`src/rtl/reset_sequencer_pkg.sv`:
```
// Shared types and helpers for the reset sequencer (package rstseq_pkg).
// State encoding is fixed because it is exported on o_state for debug.
package rstseq_pkg;

    typedef enum logic [2:0] {
        ST_WAIT_LOCK = 3'd0,
        ST_HOLD      = 3'd1,
        ST_RELEASE   = 3'd2,
        ST_RUN       = 3'd3,
        ST_SW_ASSERT = 3'd4
    } rstseq_state_e;

    // Width needed to count up to the largest of the three timing parameters.
    function automatic int cnt_width(input int a, input int b, input int c);
        int m;
        m = (a > b) ? a : b;
        m = (m > c) ? m : c;
        return $clog2(m + 1);
    endfunction

endpackage

```
`src/rtl/reset_sequencer_lock_filter.sv`:
```
// Lock qualifier: o_lock rises only after LOCK_FILTER consecutive i_lock==1
// samples and drops one cycle after any i_lock==0 sample.
// Only instantiated when RSTSEQ_LOCK_FILTER_EN is defined.
module rstseq_lock_filter #(
    parameter int LOCK_FILTER = 8
) (
    input  logic i_clk,
    input  logic i_rst,
    input  logic i_lock,
    output logic o_lock
);

    localparam int W = $clog2(LOCK_FILTER + 1);
    localparam logic [W-1:0] LAST = W'(LOCK_FILTER - 1);

    logic [W-1:0] cnt_r;
    logic         lock_r;

    // Saturating run-length counter of consecutive lock samples.
    always_ff @(posedge i_clk) begin
        if (!i_rst) begin
            cnt_r  <= {W{1'b0}};
            lock_r <= 1'b0;
        end else if (!i_lock) begin
            cnt_r  <= {W{1'b0}};
            lock_r <= 1'b0;
        end else if (cnt_r == LAST) begin
            cnt_r  <= cnt_r;
            lock_r <= 1'b1;
        end else begin
            cnt_r  <= cnt_r + W'(1);
            lock_r <= lock_r;
        end
    end

    assign o_lock = lock_r;

endmodule

```
`src/rtl/reset_sequencer.sv`:
```
// Staged per-domain reset generator. Holds all domains in reset until lock,
// waits HOLD_CYCLES, then releases domains in ascending order every STAGE_GAP
// cycles. Lock loss or a software request re-asserts all domains.
// Optional lock qualification: define RSTSEQ_LOCK_FILTER_EN.
module reset_sequencer
    import rstseq_pkg::*;
#(
    parameter int N_DOMAINS     = 4,
    parameter int HOLD_CYCLES   = 16,
    parameter int STAGE_GAP     = 4,
    parameter int SW_MIN_CYCLES = 8,
    parameter int LOCK_FILTER   = 8
) (
    input  logic                 i_clk,
    input  logic                 i_rst,
    input  logic                 i_pll_lock,
    input  logic                 i_sw_rst_req,
    output logic [N_DOMAINS-1:0] o_rst_n,
    output logic [N_DOMAINS-1:0] o_rst,
    output logic                 o_done,
    output logic                 o_busy,
    output logic [2:0]           o_state
);

    localparam int CNT_W = cnt_width(HOLD_CYCLES, STAGE_GAP, SW_MIN_CYCLES);
    localparam int IDX_W = (N_DOMAINS > 1) ? $clog2(N_DOMAINS) : 1;

    localparam logic [CNT_W-1:0] HOLD_LAST = CNT_W'(HOLD_CYCLES - 1);
    localparam logic [CNT_W-1:0] GAP_LAST  = CNT_W'(STAGE_GAP - 1);
    localparam logic [CNT_W-1:0] SW_LAST   = CNT_W'(SW_MIN_CYCLES - 1);
    localparam logic [IDX_W-1:0] IDX_LAST  = IDX_W'(N_DOMAINS - 1);

    if (N_DOMAINS < 1) begin : g_chk_domains
        $error("reset_sequencer: N_DOMAINS must be >= 1");
    end
    if (HOLD_CYCLES < 1) begin : g_chk_hold
        $error("reset_sequencer: HOLD_CYCLES must be >= 1");
    end
    if (STAGE_GAP < 1) begin : g_chk_gap
        $error("reset_sequencer: STAGE_GAP must be >= 1");
    end
    if (SW_MIN_CYCLES < 1) begin : g_chk_sw
        $error("reset_sequencer: SW_MIN_CYCLES must be >= 1");
    end
    if (LOCK_FILTER < 1) begin : g_chk_filter
        $error("reset_sequencer: LOCK_FILTER must be >= 1");
    end

    logic lock_s;

`ifdef RSTSEQ_LOCK_FILTER_EN
    rstseq_lock_filter #(
        .LOCK_FILTER (LOCK_FILTER)
    ) u_lock_filter (
        .i_clk  (i_clk),
        .i_rst  (i_rst),
        .i_lock (i_pll_lock),
        .o_lock (lock_s)
    );
`else
    assign lock_s = i_pll_lock;
`endif

    rstseq_state_e        state_r;
    logic [CNT_W-1:0]     cnt_r;
    logic [IDX_W-1:0]     idx_r;
    logic [N_DOMAINS-1:0] rst_n_r;
    logic                 done_r;
    logic                 busy_r;

    // Sequencer FSM: state, counters and all registered outputs.
    always_ff @(posedge i_clk) begin
        if (!i_rst) begin
            state_r <= ST_WAIT_LOCK;
            cnt_r   <= {CNT_W{1'b0}};
            idx_r   <= {IDX_W{1'b0}};
            rst_n_r <= {N_DOMAINS{1'b0}};
            done_r  <= 1'b0;
            busy_r  <= 1'b1;
        end else begin
            case (state_r)
                ST_WAIT_LOCK: begin
                    cnt_r   <= {CNT_W{1'b0}};
                    idx_r   <= {IDX_W{1'b0}};
                    rst_n_r <= {N_DOMAINS{1'b0}};
                    done_r  <= 1'b0;
                    busy_r  <= 1'b1;
                    if (lock_s) begin
                        state_r <= ST_HOLD;
                    end else begin
                        state_r <= ST_WAIT_LOCK;
                    end
                end
                ST_HOLD: begin
                    if (!lock_s) begin
                        state_r <= ST_WAIT_LOCK;
                        cnt_r   <= {CNT_W{1'b0}};
                        idx_r   <= {IDX_W{1'b0}};
                        rst_n_r <= {N_DOMAINS{1'b0}};
                    end else if (cnt_r == HOLD_LAST) begin
                        rst_n_r[0] <= 1'b1;
                        cnt_r      <= {CNT_W{1'b0}};
                        if (N_DOMAINS == 1) begin
                            // Single domain: releasing domain 0 completes the sequence.
                            state_r <= ST_RUN;
                            done_r  <= 1'b1;
                            busy_r  <= 1'b0;
                        end else begin
                            state_r <= ST_RELEASE;
                            idx_r   <= IDX_W'(1);
                        end
                    end else begin
                        cnt_r <= cnt_r + CNT_W'(1);
                    end
                end
                ST_RELEASE: begin
                    if (!lock_s) begin
                        state_r <= ST_WAIT_LOCK;
                        cnt_r   <= {CNT_W{1'b0}};
                        idx_r   <= {IDX_W{1'b0}};
                        rst_n_r <= {N_DOMAINS{1'b0}};
                    end else if (cnt_r == GAP_LAST) begin
                        rst_n_r[idx_r] <= 1'b1;
                        cnt_r          <= {CNT_W{1'b0}};
                        if (idx_r == IDX_LAST) begin
                            state_r <= ST_RUN;
                            done_r  <= 1'b1;
                            busy_r  <= 1'b0;
                        end else begin
                            idx_r <= idx_r + IDX_W'(1);
                        end
                    end else begin
                        cnt_r <= cnt_r + CNT_W'(1);
                    end
                end
                ST_RUN: begin
                    // Lock loss has priority over a simultaneous software request.
                    if (!lock_s) begin
                        state_r <= ST_WAIT_LOCK;
                        cnt_r   <= {CNT_W{1'b0}};
                        idx_r   <= {IDX_W{1'b0}};
                        rst_n_r <= {N_DOMAINS{1'b0}};
                        done_r  <= 1'b0;
                        busy_r  <= 1'b1;
                    end else if (i_sw_rst_req) begin
                        state_r <= ST_SW_ASSERT;
                        cnt_r   <= {CNT_W{1'b0}};
                        idx_r   <= {IDX_W{1'b0}};
                        rst_n_r <= {N_DOMAINS{1'b0}};
                        done_r  <= 1'b0;
                        busy_r  <= 1'b1;
                    end else begin
                        state_r <= ST_RUN;
                    end
                end
                ST_SW_ASSERT: begin
                    // Lock is deliberately ignored here; this state always ends in WAIT_LOCK.
                    if (cnt_r == SW_LAST) begin
                        state_r <= ST_WAIT_LOCK;
                        cnt_r   <= {CNT_W{1'b0}};
                    end else begin
                        cnt_r <= cnt_r + CNT_W'(1);
                    end
                end
                default: begin
                    state_r <= ST_WAIT_LOCK;
                    cnt_r   <= {CNT_W{1'b0}};
                    idx_r   <= {IDX_W{1'b0}};
                    rst_n_r <= {N_DOMAINS{1'b0}};
                    done_r  <= 1'b0;
                    busy_r  <= 1'b1;
                end
            endcase
        end
    end

    // o_rst is a plain inversion of the registered o_rst_n, so both stay glitch-free.
    assign o_rst_n = rst_n_r;
    assign o_rst   = ~rst_n_r;
    assign o_done  = done_r;
    assign o_busy  = busy_r;
    assign o_state = state_r;

endmodule
```
`config.mk`:
```
export PLATFORM = sky130hd
export DESIGN_NAME = reset_sequencer
export DESIGN_NICKNAME = d
export VERILOG_FILES = /design/src/rtl/reset_sequencer_pkg.sv /design/src/rtl/reset_sequencer_lock_filter.sv /design/src/rtl/reset_sequencer.sv
export SDC_FILE = /design/constraint.sdc
export NUM_CORES = 1
export LEC_CHECK = 0
export BUFFER_PORTS_ARGS = -buffer_cell sky130_fd_sc_hd__buf_4
export CORE_MARGIN = 1
export CORE_UTILIZATION = 50
export CTS_CLUSTER_DIAMETER = 100
export DETAILED_ROUTE_END_ITERATION = 12
export GPL_TIMING_DRIVEN = 0
export PLACE_DENSITY_LB_ADDON = 0.05
export SETUP_SLACK_MARGIN = 0.2
export SLEW_MARGIN = 20
export SYNTH_ARGS = -nofsm -noshare
export SYNTH_HDL_FRONTEND = slang
export SYNTH_SLANG_ARGS = --single-unit
```
`constraint.sdc`:
```
create_clock -name i_clk -period 3.4 [get_ports i_clk]
set_clock_uncertainty 0.1 [all_clocks]
set_input_delay 0.68 -clock i_clk [delete_from_list [all_inputs] [get_ports i_clk]]
set_output_delay 0.68 -clock i_clk [all_outputs]
set_load 0.005 [all_outputs]
```
==> reports/summary.md <==
## Hold path
* **Tightest Hold Check Type** flip-flop to flip-flop
* **worst min-delay path startpoint** o_done
* **hold-critical path depth** 2
* **hold-critical path endpoint** o_done

## Detailed routing
* **TritonRoute pass-1 iters** 4
* **drt via density** 5.761
* **aggregate routed wire length** 2146 um
* **number of vias after detailed routing** 916
* **wire length per cell** 13.50 um
* **DRC violation count after routing** 0
* **initial DRC count** 20
* **final antenna-violating net count** 0

## Placed design
* **pre-CTS worst setup slack** 1270 ps
* **post-detailed-placement half-perimeter wirelength** 1604 um
* **Port Buf Inserts** 16
* **weighted congestion at the end of routability-driven global placement** 0.8585

## Global route
* **initial antenna violation count** 0
* **gr usage total** 23.10%
* **first-pass GRT wire length** 3505 um
* **global route overflow** 0
* **number of global-route vias before repair** 827
* **pin count of the biggest net entering global routing** 11

## Timing
* **slack of the critical path** 1326 ps
* **# setup viols final** 0
* **Sum Neg Setup Slack** 0 ps
* **RSZ-0062 raised after global routing** false
* **clock period minus worst slack** 2074 ps
* **number of pins exceeding their max-slew limit in the final report** 0
* **Min Hold Slack** 359.1 ps
* **worst slew slack as a fraction of its limit** 63.38%
* **transition time at the pin with the least slew margin** 545.2 ps
* **achievable frequency** 0.4821 GHz
* **final worst-path cycle share** 61.00%
* **final-report hold violation count** 0

## Logic synthesis
* **proportion of synthesized area in mux cells** 1.011%
* **area of the mapped netlist** 989.7 um^2
* **warnings from Yosys** 0
* **number of enable-type register cells in the synthesized netlist** 0
* **adder-cell share of the synthesized area** 8.850%
* **Cell variety after synth** 39
* **fraction of the yosys area taken by sequential cells** 32.36%
* **fraction of synthesis flops using an asynchronous set or reset pin** 0%
* **mean area per synthesized cell** 8.606 um^2
* **dominant combinational cell family by area after synthesis** simple AND/OR/NAND/NOR gates
* **Net Count, Synth** 126
* **complex-gate fraction of the synthesized area** 23.89%
* **synthesis-stage register bit count** 16
* **cell accounting for the most synthesized area** sky130_fd_sc_hd__dfxtp_1
* **Post-synth top flop** sky130_fd_sc_hd__dfxtp_1
* **cells after synthesis** 115
* **area share of the largest cell type after synthesis** 32.36%
* **area fraction in and, or, nand and nor cells after synthesis** 27.31%
* **biggest area contributors in the synthesized netlist** sky130_fd_sc_hd__dfxtp_1, sky130_fd_sc_hd__ha_1, sky130_fd_sc_hd__a21oi_1, sky130_fd_sc_hd__inv_1, sky130_fd_sc_hd__nor2_1
* **xor/xnor share of the synthesized area** 0.8850%

## Power
* **portion of total power attributed to combinational logic** 9.7%
* **cell leakage power** 0.4211 nW
* **Int Pwr** 245.1 uW
* **largest vdd supply drop** 0.1589 mV
* **portion of total power attributed to sequential cells** 58.8%
* **share of power burned in the clock network** 31.5%
* **total power density per cell area** 281.3 mW/mm^2
* **Switching Fraction** 25.11%
* **switching power of the nets** 82.21 uW

## Run status
* **status** finished clean

## Clock tree
* **CTS max path bufs** 2
* **CTS HTree Levels** 1
* **clock latency on the worst-skew pair** 300 ps
* **buffer count from post-CTS setup fixing** 0
* **count of hold buffers inserted by post-cts repair** 0
* **buffer type at the clock tree root** sky130_fd_sc_hd__clkbuf_4
* **number of CTS-inserted buffers** 3
* **clock transition at the register clock pins on the worst setup and hold paths after CTS** 90 ps
* **number of cells upsized or downsized after cts** 0
* **clock tree from TritonCTS** built
* **TritonCTS sink count** 16

## Layout
* **combined area of the multi-input logic cells** 613.1 um^2
* **commonest cells after routing, fill and taps aside** sky130_fd_sc_hd__dfxtp_1, sky130_fd_sc_hd__buf_4, sky130_fd_sc_hd__inv_1
* **post-synthesis to final-layout area growth** 17.57%
* **number of nets in the layout** 147
* **Ant. Diodes** 0
* **layout filler cell count** 168
* **sequential standard cell area** 320.3 um^2
* **share of the core filled with cells in the final layout** 65.26%
* **fraction of layout instances using a drive strength above 1** 22.39%

## Floorplanning
* **initial standard-cell utilization of the core** 55.51%
* **die height** 46.49 um
* **num ports** 17
* **number of placement rows** 15
* **die width** 46.49 um
* **die area** 0.002161 mm^2
* **Core Box Area** 0.001783 mm^2

## Run
* **number of maximum-capacitance constraint violations** 0

## Setup path
* **data required time at the worst endpoint** 3500 ps
* **minimum setup slack among reg-to-reg paths** 1330 ps
* **worst r2r dst** idx_r[0]
* **arrival time at the worst endpoint** 2170 ps
* **Reg2Reg Launch Point** cnt_r[0]
* **critical path start-end classification** flip-flop to flip-flop
* **highest fanout seen on the critical path** 5
* **Critical Path Source Type** flip-flop
* **Crit. End Element** flip-flop
* **reg2reg path depth** 7

registers in the layout (all words and copies together) (netlist names):
signal,flops
o_state,3
o_rst_n,4
cnt_r,5
idx_r,2
o_busy,1
o_done,1
per-stage QoR:
stage | area [um^2] | cells | power (mW)
CTS | 1164 | 159 | 0.3329
global placement | 1141 | 156 | 0.2273
detailed placement | 1141 | 156 | 0.2281
finish | 1164 | 159 | 0.3274
floorplan | 989.7 | 115 | 0.2158
global route | 1164 | 159 | 0.3387
worst max-delay path, cell delays in order (launching register included):
cell	delay, ps
sky130_fd_sc_hd__dfxtp_1	360
sky130_fd_sc_hd__ha_1	270
sky130_fd_sc_hd__nand3_1	120
sky130_fd_sc_hd__inv_1	50
sky130_fd_sc_hd__ha_1	200
sky130_fd_sc_hd__nor3_1	470
sky130_fd_sc_hd__a2111oi_2	130
sky130_fd_sc_hd__o221a_1	260
power by group through the flow:
stage                     Clock [mW]  Combinational, mW  Sequential [mW]
after floorplan                    0             0.0193            0.196
after global placement             0             0.0306            0.197
after detailed placement           0             0.0313            0.197
after CTS                      0.109             0.0315            0.193
after global routing           0.111             0.0351            0.193
final                          0.103             0.0316            0.192
cells in the mapped netlist, drive strengths merged (2+ instances only):
| cell | count |
|---|---|
| nand2b | 4 |
| nand2 | 6 |
| o21ai | 6 |
| inv | 11 |
| a2111oi | 2 |
| nor4bb | 2 |
| nor2 | 10 |
| nand3b | 3 |
| dfxtp | 16 |
| nor3 | 5 |
| o21a | 2 |
| o32ai | 2 |
| ha | 7 |
| buf | 3 |
| nor2b | 2 |
| nand3 | 5 |
| o211ai | 2 |
| a21oi | 9 |
| a21o | 2 |
area by class of cell:
type | instances | share of cell area [%]
plain buffers | 3 | 1.290
clock buffers | 3 | 1.935
flip-flops and latches | 16 | 27.53
repair buffers | 16 | 10.32
inverters | 11 | 3.548
well taps | 25 | 2.688
multi-input cells | 85 | 52.69
kinds of logic (layout without fill, tap and decap cells):
kind of cell,count (synthesis),in the layout
XOR/XNOR,1,1
flip-flops,16,16
AO/OA/AOI/OAI,32,32
multiplexers,1,1
adder cells (fa/ha/maj),7,7
AND/OR/NAND/NOR,44,44
buffers and inverters,14,33
routing by layer:
metal / up-vias / track usage, % / part of all wire [%] / wire [um]
met1: 428 / 26.23 / 47 / 1015
met5: - / 0 / 0 / 0
met2: 20 / 40.56 / 47 / 1009
li1: 460 / - / - / -
met4: 0 / 12.35 / 2.7 / 57
met3: 8 / 3.529 / 3.0 / 64
worst max path at each step:
stage	startpoint	to	slack [ps]	cells after the start
2_1_floorplan	i_pll_lock	idx_r[0]	1580	4
3_3_place_gp	i_pll_lock	idx_r[0]	1270	5
3_5_place_dp	i_pll_lock	idx_r[0]	1270	5
4_1_cts	cnt_r[0]	idx_r[0]	1360	7
5_1_grt	cnt_r[0]	idx_r[0]	1170	7
6_report	cnt_r[0]	idx_r[0]	1330	7
Note: power is estimated with default switching activity, not from simulation.
